**config.mk**
```make
export PLATFORM = sky130hd
export DESIGN_NAME = frame_gen
export DESIGN_NICKNAME = d
export VERILOG_FILES = /design/src/rtl/frame_gen.sv
export SDC_FILE = /design/constraint.sdc
export NUM_CORES = 1
export LEC_CHECK = 0
export CAP_MARGIN = 20
export CORE_MARGIN = 2
export CORE_UTILIZATION = 55
export CTS_BUF_LIST = sky130_fd_sc_hd__clkbuf_2 sky130_fd_sc_hd__clkbuf_4 sky130_fd_sc_hd__clkbuf_8
export CTS_CLUSTER_DIAMETER = 120
export CTS_CLUSTER_SIZE = 30
export DETAILED_ROUTE_END_ITERATION = 10
export PLACE_DENSITY_LB_ADDON = 0.2
export SKIP_CTS_REPAIR_TIMING = 1
export SYNTH_ARGS = -nofsm -noshare
export SYNTH_HDL_FRONTEND = slang
export SYNTH_SLANG_ARGS = --single-unit
```
**constraint.sdc**
```tcl
create_clock -name tx_clk -period 4.5 [get_ports tx_clk]
set_input_delay 1.125 -clock tx_clk [delete_from_list [all_inputs] [get_ports tx_clk]]
set_output_delay 1.125 -clock tx_clk [all_outputs]
set_load 0.1 [all_outputs]
```
**src/rtl/frame_gen.sv**
```systemverilog
// ============================================================================
// Module   : frame_gen
// Purpose  : Ethernet test-frame generator for the MAC TX byte interface.
//            Builds frames on the fly from a parameterised header, a 32-bit
//            sequence number and a selectable payload pattern. Frame length,
//            inter-frame gap and frames per burst are latched at start.
// Ports    : tx_clk, reset_n          clock / async active-low reset
//            start, stop               burst control pulses
//            cfg_len/ifg/count/mode    burst configuration (latched at start)
//            conf_tx_*                 static MAC configuration outputs
//            mac_tx_data/dvld/ack      MAC TX byte interface
//            frame_sent, done, busy    status pulses / level
//            frames_sent               free-running frame counter (wraps)
// Revision : 1.0  initial release
// ============================================================================
`default_nettype none

module frame_gen #(
   parameter logic [47:0] DST_MAC  = 48'hFFFFFFFFFFFF,
   parameter logic [47:0] SRC_MAC  = 48'h0012E228130E,
   parameter logic [15:0] ETH_TYPE = 16'h88B5,
   parameter int          JUMBO    = 0
) (
   input  logic        tx_clk,
   input  logic        reset_n,
   input  logic        start,
   input  logic        stop,
   input  logic [13:0] cfg_len,
   input  logic [15:0] cfg_ifg,
   input  logic [15:0] cfg_count,
   input  logic [1:0]  cfg_mode,
   output logic        conf_tx_en,
   output logic        conf_tx_jumbo_en,
   output logic        conf_tx_no_gen_crc,
   output logic [7:0]  mac_tx_data,
   output logic        mac_tx_dvld,
   input  logic        mac_tx_ack,
   output logic        frame_sent,
   output logic        busy,
   output logic        done,
   output logic [31:0] frames_sent
);

   localparam logic [13:0] MIN_LEN = 14'd60;
   localparam logic [13:0] MAX_LEN = (JUMBO != 0) ? 14'd9014 : 14'd1514;
   localparam logic [13:0] PAY_IDX = 14'd18;

   typedef enum logic [1:0] {
      S_IDLE     = 2'd0,
      S_WAIT_ACK = 2'd1,
      S_DATA     = 2'd2,
      S_IFG      = 2'd3
   } state_t;

   state_t      state;
   logic [13:0] len_q;
   logic [13:0] idx;         // index of the byte currently on mac_tx_data
   logic [15:0] ifg_q;
   logic [15:0] ifg_cnt;
   logic [15:0] count_q;
   logic [15:0] burst_cnt;
   logic [1:0]  mode_q;
   logic [31:0] seq;
   logic [7:0]  lfsr;
   logic        stop_pend;

   logic [13:0] nidx;
   logic [143:0] hdr;
   logic [7:0]  hpos;
   logic [7:0]  lfsr_cur;
   logic [7:0]  lfsr_adv;
   logic [7:0]  pay_off;
   logic [7:0]  nbyte;
   logic        last;
   logic        burst_end;
   logic [13:0] len_clamped;
   logic [15:0] ifg_eff;

   assign conf_tx_no_gen_crc = 1'b0;

   // Next-byte generator: everything here describes the byte that will be
   // registered onto mac_tx_data at the coming edge (index nidx).
   always_comb begin
      nidx     = (state == S_DATA) ? idx + 14'd1 : 14'd1;
      hdr      = {DST_MAC, SRC_MAC, ETH_TYPE, seq};
      hpos     = 8'd143 - {nidx[4:0], 3'b000};
      // LFSR is reseeded at the first payload byte so every frame repeats
      lfsr_cur = (nidx == PAY_IDX) ? 8'hFF : lfsr;
      // Fibonacci x^8+x^6+x^5+x^4+1, shifting toward the MSB
      lfsr_adv = {lfsr_cur[6:0], lfsr_cur[7] ^ lfsr_cur[5] ^ lfsr_cur[4] ^ lfsr_cur[3]};
      // (i-18) mod 256 depends only on the low byte of i
      pay_off  = nidx[7:0] - 8'd18;
      nbyte    = 8'h00;
      if (nidx < PAY_IDX) begin
         nbyte = hdr[hpos -: 8];
      end else begin
         case (mode_q)
            2'd1:    nbyte = pay_off;
            2'd2:    nbyte = lfsr_cur;
            default: nbyte = 8'h00;
         endcase
      end
      last        = (idx == len_q - 14'd1);
      burst_end   = stop | stop_pend |
                    ((count_q != 16'd0) && (burst_cnt + 16'd1 == count_q));
      len_clamped = (cfg_len < MIN_LEN) ? MIN_LEN :
                    (cfg_len > MAX_LEN) ? MAX_LEN : cfg_len;
      ifg_eff     = (cfg_ifg == 16'd0) ? 16'd1 : cfg_ifg;
   end

   always_ff @(posedge tx_clk or negedge reset_n) begin
      if (!reset_n) begin
         state            <= S_IDLE;
         len_q            <= 14'd0;
         idx              <= 14'd0;
         ifg_q            <= 16'd0;
         ifg_cnt          <= 16'd0;
         count_q          <= 16'd0;
         burst_cnt        <= 16'd0;
         mode_q           <= 2'd0;
         seq              <= 32'd0;
         lfsr             <= 8'd0;
         stop_pend        <= 1'b0;
         conf_tx_en       <= 1'b0;
         conf_tx_jumbo_en <= 1'b0;
         mac_tx_data      <= 8'd0;
         mac_tx_dvld      <= 1'b0;
         frame_sent       <= 1'b0;
         busy             <= 1'b0;
         done             <= 1'b0;
         frames_sent      <= 32'd0;
      end else begin
         conf_tx_en       <= 1'b1;
         conf_tx_jumbo_en <= (JUMBO != 0);
         frame_sent       <= 1'b0;
         done             <= 1'b0;
         case (state)
            S_IDLE: begin
               // start has priority; a stop in the same cycle is dropped
               if (start) begin
                  len_q       <= len_clamped;
                  ifg_q       <= ifg_eff;
                  count_q     <= cfg_count;
                  mode_q      <= cfg_mode;
                  seq         <= 32'd0;
                  burst_cnt   <= 16'd0;
                  stop_pend   <= 1'b0;
                  busy        <= 1'b1;
                  mac_tx_dvld <= 1'b1;
                  mac_tx_data <= DST_MAC[47:40];
                  state       <= S_WAIT_ACK;
               end
            end
            S_WAIT_ACK: begin
               if (stop) stop_pend <= 1'b1;
               if (mac_tx_ack) begin
                  idx         <= nidx;
                  mac_tx_data <= nbyte;
                  lfsr        <= lfsr_adv;
                  state       <= S_DATA;
               end
            end
            S_DATA: begin
               if (stop) stop_pend <= 1'b1;
               if (last) begin
                  mac_tx_dvld <= 1'b0;
                  mac_tx_data <= 8'd0;
                  frame_sent  <= 1'b1;
                  seq         <= seq + 32'd1;
                  frames_sent <= frames_sent + 32'd1;
                  burst_cnt   <= burst_cnt + 16'd1;
                  if (burst_end) begin
                     busy  <= 1'b0;
                     done  <= 1'b1;
                     state <= S_IDLE;
                  end else begin
                     ifg_cnt <= ifg_q - 16'd1;
                     state   <= S_IFG;
                  end
               end else begin
                  idx         <= nidx;
                  mac_tx_data <= nbyte;
                  lfsr        <= lfsr_adv;
               end
            end
            S_IFG: begin
               if (stop || stop_pend) begin
                  busy  <= 1'b0;
                  done  <= 1'b1;
                  state <= S_IDLE;
               end else if (ifg_cnt == 16'd0) begin
                  mac_tx_dvld <= 1'b1;
                  mac_tx_data <= DST_MAC[47:40];
                  state       <= S_WAIT_ACK;
               end else begin
                  ifg_cnt <= ifg_cnt - 16'd1;
               end
            end
            default: state <= S_IDLE;
         endcase
      end
   end

endmodule

`default_nettype wire

```
==> results by stage <==
Clock network:
- The total clock sinks is 182.
- The clock slew seen by the registers of the worst setup and hold paths is 0.11 ns.
- The H-tree generated during clock tree synthesis spans 4 levels.
- The number of buffers on the longest clock path is 2.
- At the later pin of the worst-skew pair, clock insertion delay measures between 0.4 and 0.5 ns.
- The cell at the root of the clock tree is clkbuf_8.
- TritonCTS built the clock tree.
- The total CTS buffers is 17.

Synthesis:
- The main flop type after synthesis is dfrtp_1.
- The post-synth design cell area is 11400 µm².
- The unique cell type count in the Yosys netlist is 77.
- The biggest area consumer among synthesized cells is dfrtp_1.
- Of the post-synthesis cell area, the dominant cell type holds 0.399.
- By count the netlist is led by 182 x dfrtp_1, 123 x nand2_1, 79 x o21ai_0.
- The most common cell in the synthesized netlist is dfrtp_1.
- The share of flip-flops with an asynchronous set or reset is 1.00.
- The number of synthesis warnings is 0.
- The synthesized design contains roughly 180 register bits.
- The count of mapped cells out of synthesis is 1268.
- Ranked by total cell area, the synthesized netlist is headed by dfrtp_1 40%, xnor2_1 4.7%, nand2_1 4.0%.
- The register area share after synthesis is 0.399.
- After synthesis, the mean cell area works out to about 9.0 µm².
- The number of enable flip-flop cells after synthesis is 0.

Floorplanning:
- The overall die area is 21900 µm².
- The number of placement rows is 52.
- The area of the core region is a little over 20000 µm².
- The I/O pin count is 100.
- The floorplan step set the die width to 148 µm.
- For this configuration, the core starts out at a cell density of 0.563.
- The die is 148 µm tall.

Timing:
- The clock arrives with roughly 0.016 ns of skew.
- The setup TNS after final layout is 0 ns.
- Setup repair after global routing left no endpoint under its margin.
- The max-slew headroom at the worst pin is 0.325.
- The actual transition at the worst max-transition pin is slightly above 1 ns.
- Timing would allow up to 260 MHz.
- The number of endpoints with negative hold slack in the final report is 0.
- Setup violations remaining at the end of the flow were counted as 0.
- The max-slew violation count is 0.
- Of the available clock period, the critical path in the final layout requires 0.854.
- Subtracting the final worst setup slack from the clock period gives 3.84 ns.
- The worst setup slack after layout is 0.659 ns.

Finish:
- The multi-input combinational cells in the finished layout cover a total of approximately 6400 µm².
- 0 antenna diodes ended up in the layout.
- The signed area change from the synthesized netlist to the final layout is 13.5%.
- The area taken by flip-flops and latches is 4550 µm².
- The layout filler cell count is 1733.
- The fraction of layout instances using a drive strength above 1 is 0.0881.
- Excluding fillers, the count of instances in the completed layout stands at 1609.
- The final net count is 1398.
- For this run, the share of the core covered by cells in the final layout is 0.639.

Route:
- After detailed routing, the number of remaining DRC violations is 0.
- After the first detailed-routing iteration, the DRC count stood at approximately 720.
- The total wire length after detailed routing is 28.1 mm.
- In the routed layout, each cell is associated on average with a via count of a little over 6.
- Summing over every cut layer, the via total after detailed routing is 9951.
- The routed length per placed instance is ~17 µm.
- Once detail routing completed, the nets flagged for antenna violations numbered 0.
- Before antenna repair, the detailed router went through 5 iterations.

Pwr:
- The leakage power figure is 5.10 nW.
- The sequential share of power is 0.364.
- Power spread over the standard cell area amounts to between 500 and 600 nW/µm².
- The combinational group share of total power is 0.485.
- The worst voltage drop across the vdd grid is ~0.0004 V.
- The fraction of power consumed by the clock network is 0.150.
- The fraction of power spent switching nets is 0.462.
- For this design the total switching power over the nets is 3.33 mW.
- The internal portion of the total power is 3.88 mW.

Setup path:
- The worst setup path is captured at a flop.
- The biggest fanout along the worst timing path is 21.
- The required arrival time at the worst endpoint is 4.90 ns.
- The beginning of the worst register-to-register path is len_q[0].
- The reg2reg setup slack is roughly 0.66 ns.
- For the worst flop-to-flop path, the logic depth is 11.
- The capture point of the worst reg-to-reg path is seq[29].
- The type of the worst setup path is flop to flop.
- STA classifies the critical path startpoint as a flop.
- The signal arrival time at the worst endpoint is between 4 and 5 ns.

GRT:
- The number of antenna violations at the first check in global routing is 0.
- The first global-routing pass estimated 47.1 mm of wire.
- The final global-route overflow total is 0.
- The number of global-route vias before repair is 9417.
- The largest net degree at the start of global routing is 128.
- In the global route stage, overall resource usage came out at 0.260.

Hold path:
- Along the worst hold path, the cell count comes to 1.
- The endpoint of the worst hold-timing path is frames_sent[31].
- The tightest min-delay check is of the flop to flop type.
- The origin of the worst min-delay path is frames_sent[31].

Run:
- The count of max-cap constraint violations is 0.

Placement:
- Including well taps, the total number of placed cells is 1576.
- The pre-CTS setup slack is 0.694 ns.
- In this run the tool buffered the top-level ports with 97 buffer cells.
- At the end of routability-driven placement, the weighted congestion stood at 0.932.
- The half-perimeter wire length of the detailed placement result is 20.0 mm.

Status:
- The run finished with clean final reports.
==> cells in the final DEF (no fill, tap or decap), types with 14 or more instances in the layout <==
| cell | instances |
|---|---|
| o21ai_0 | 79 |
| xor2_1 | 43 |
| nor4_1 | 32 |
| and3_1 | 30 |
| buf_4 | 20 |
| mux2_2 | 33 |
| or3_1 | 26 |
| nor2_1 | 61 |
| clkbuf_8 | 19 |
| and2_1 | 15 |
| or4_1 | 22 |
| nand2b_1 | 14 |
| dfrtp_1 | 182 |
| nor3_1 | 38 |
| a211o_1 | 15 |
| a21oi_1 | 48 |
| nand2_1 | 123 |
| inv_1 | 41 |
| nand4_1 | 40 |
| nand3_1 | 51 |
| ha_1 | 17 |
| xnor2_1 | 61 |
| clkdlybuf4s50_1 | 96 |
| o31ai_1 | 15 |
| a31oi_1 | 14 |
==> power groups by stage <==
stage | Clock, mW | Sequential [mW] | Combinational (mW)
floorplan | 0 | 2.77 | 2.48
global placement | 0 | 2.64 | 3.42
finish | 1.09 | 2.63 | 3.50
global route | 1.18 | 2.70 | 3.86
CTS | 1.11 | 2.62 | 3.49
detailed placement | 0 | 2.65 | 3.48
==> layer usage <==
layer | vias to the layer above | share of wire | routed length (µm) | global-route usage
met3 | 41 | 0.051 | 1440 | 0.0436
met1 | 4845 | 0.47 | 13200 | 0.378
met2 | 267 | 0.46 | 12900 | 0.406
li1 | 4798 | - | - | -
met5 | - | 0 | 0 | 0
met4 | 0 | 0.020 | 554 | 0.0719
==> kinds of logic after synthesis <==
logic type / Yosys count / synth area share
other: 2 / 0.000657
adder cells (fa/ha/maj): 19 / 0.0208
XOR/XNOR: 104 / 0.0797
AO/OA/AOI/OAI: 289 / 0.176
AND/OR/NAND/NOR: 508 / 0.239
multiplexers: 42 / 0.0404
buffers and inverters: 122 / 0.0453
flip-flops: 182 / 0.399
==> stage by stage <==
step / instance area (µm²) / power [mW] / hold slack (ns)
CTS: 12900 / 7.22 / 0.492
floorplan: 11400 / 5.25 / 0.449
finish: 13000 / 7.21 / 0.482
global route: 13000 / 7.74 / 0.507
global placement: 12600 / 6.06 / 0.456
detailed placement: 12600 / 6.13 / 0.476
==> worst max path at each step <==
| stage | start | to | slack [ns] | depth (start not counted) |
|---|---|---|---|---|
| floorplan | state[1] | ifg_cnt[14] | 0.78 | 14 |
| global placement | burst_cnt[0] | ifg_cnt[6] | 0.79 | 10 |
| detailed placement | burst_cnt[0] | ifg_cnt[7] | 0.69 | 10 |
| CTS | burst_cnt[0] | ifg_cnt[7] | 0.68 | 10 |
| global route | burst_cnt[2] | ifg_cnt[7] | 0.30 | 9 |
| finish | len_q[0] | seq[29] | 0.66 | 11 |
==> state kept, by name, summed over array words and instances (netlist names), 2 cells and up <==
signal and flops:
frames_sent 32, seq 32, burst_cnt 16, count_q 16
ifg_cnt 16, ifg_q 16, idx 14, len_q 14
lfsr 8, mac_tx_data 8, mode_q 2, state 2
==> area by class of cell <==
| cell class | instances | share of cell area |
|---|---|---|
| inverter | 41 | 0.0119 |
| tap | 270 | 0.0260 |
| timing repair buffer | 119 | 0.0904 |
| sequential | 182 | 0.351 |
| multi-input combinational | 965 | 0.491 |
| clock buffer | 18 | 0.0191 |
| clock inverter | 14 | 0.0105 |
==> worst max-delay path: stages (launching register included) <==
cell and delay, ns:
dfrtp_1 0.45, inv_1 0.10, ha_1 0.22, or3b_2 0.54, or3_1 0.39, a21boi_2 0.19
o21ai_2 0.11, o41ai_4 0.34, buf_4 0.32, nand3_2 0.34, or4_1 0.63, a21oi_1 0.15
(Power assumes the default switching activity.)
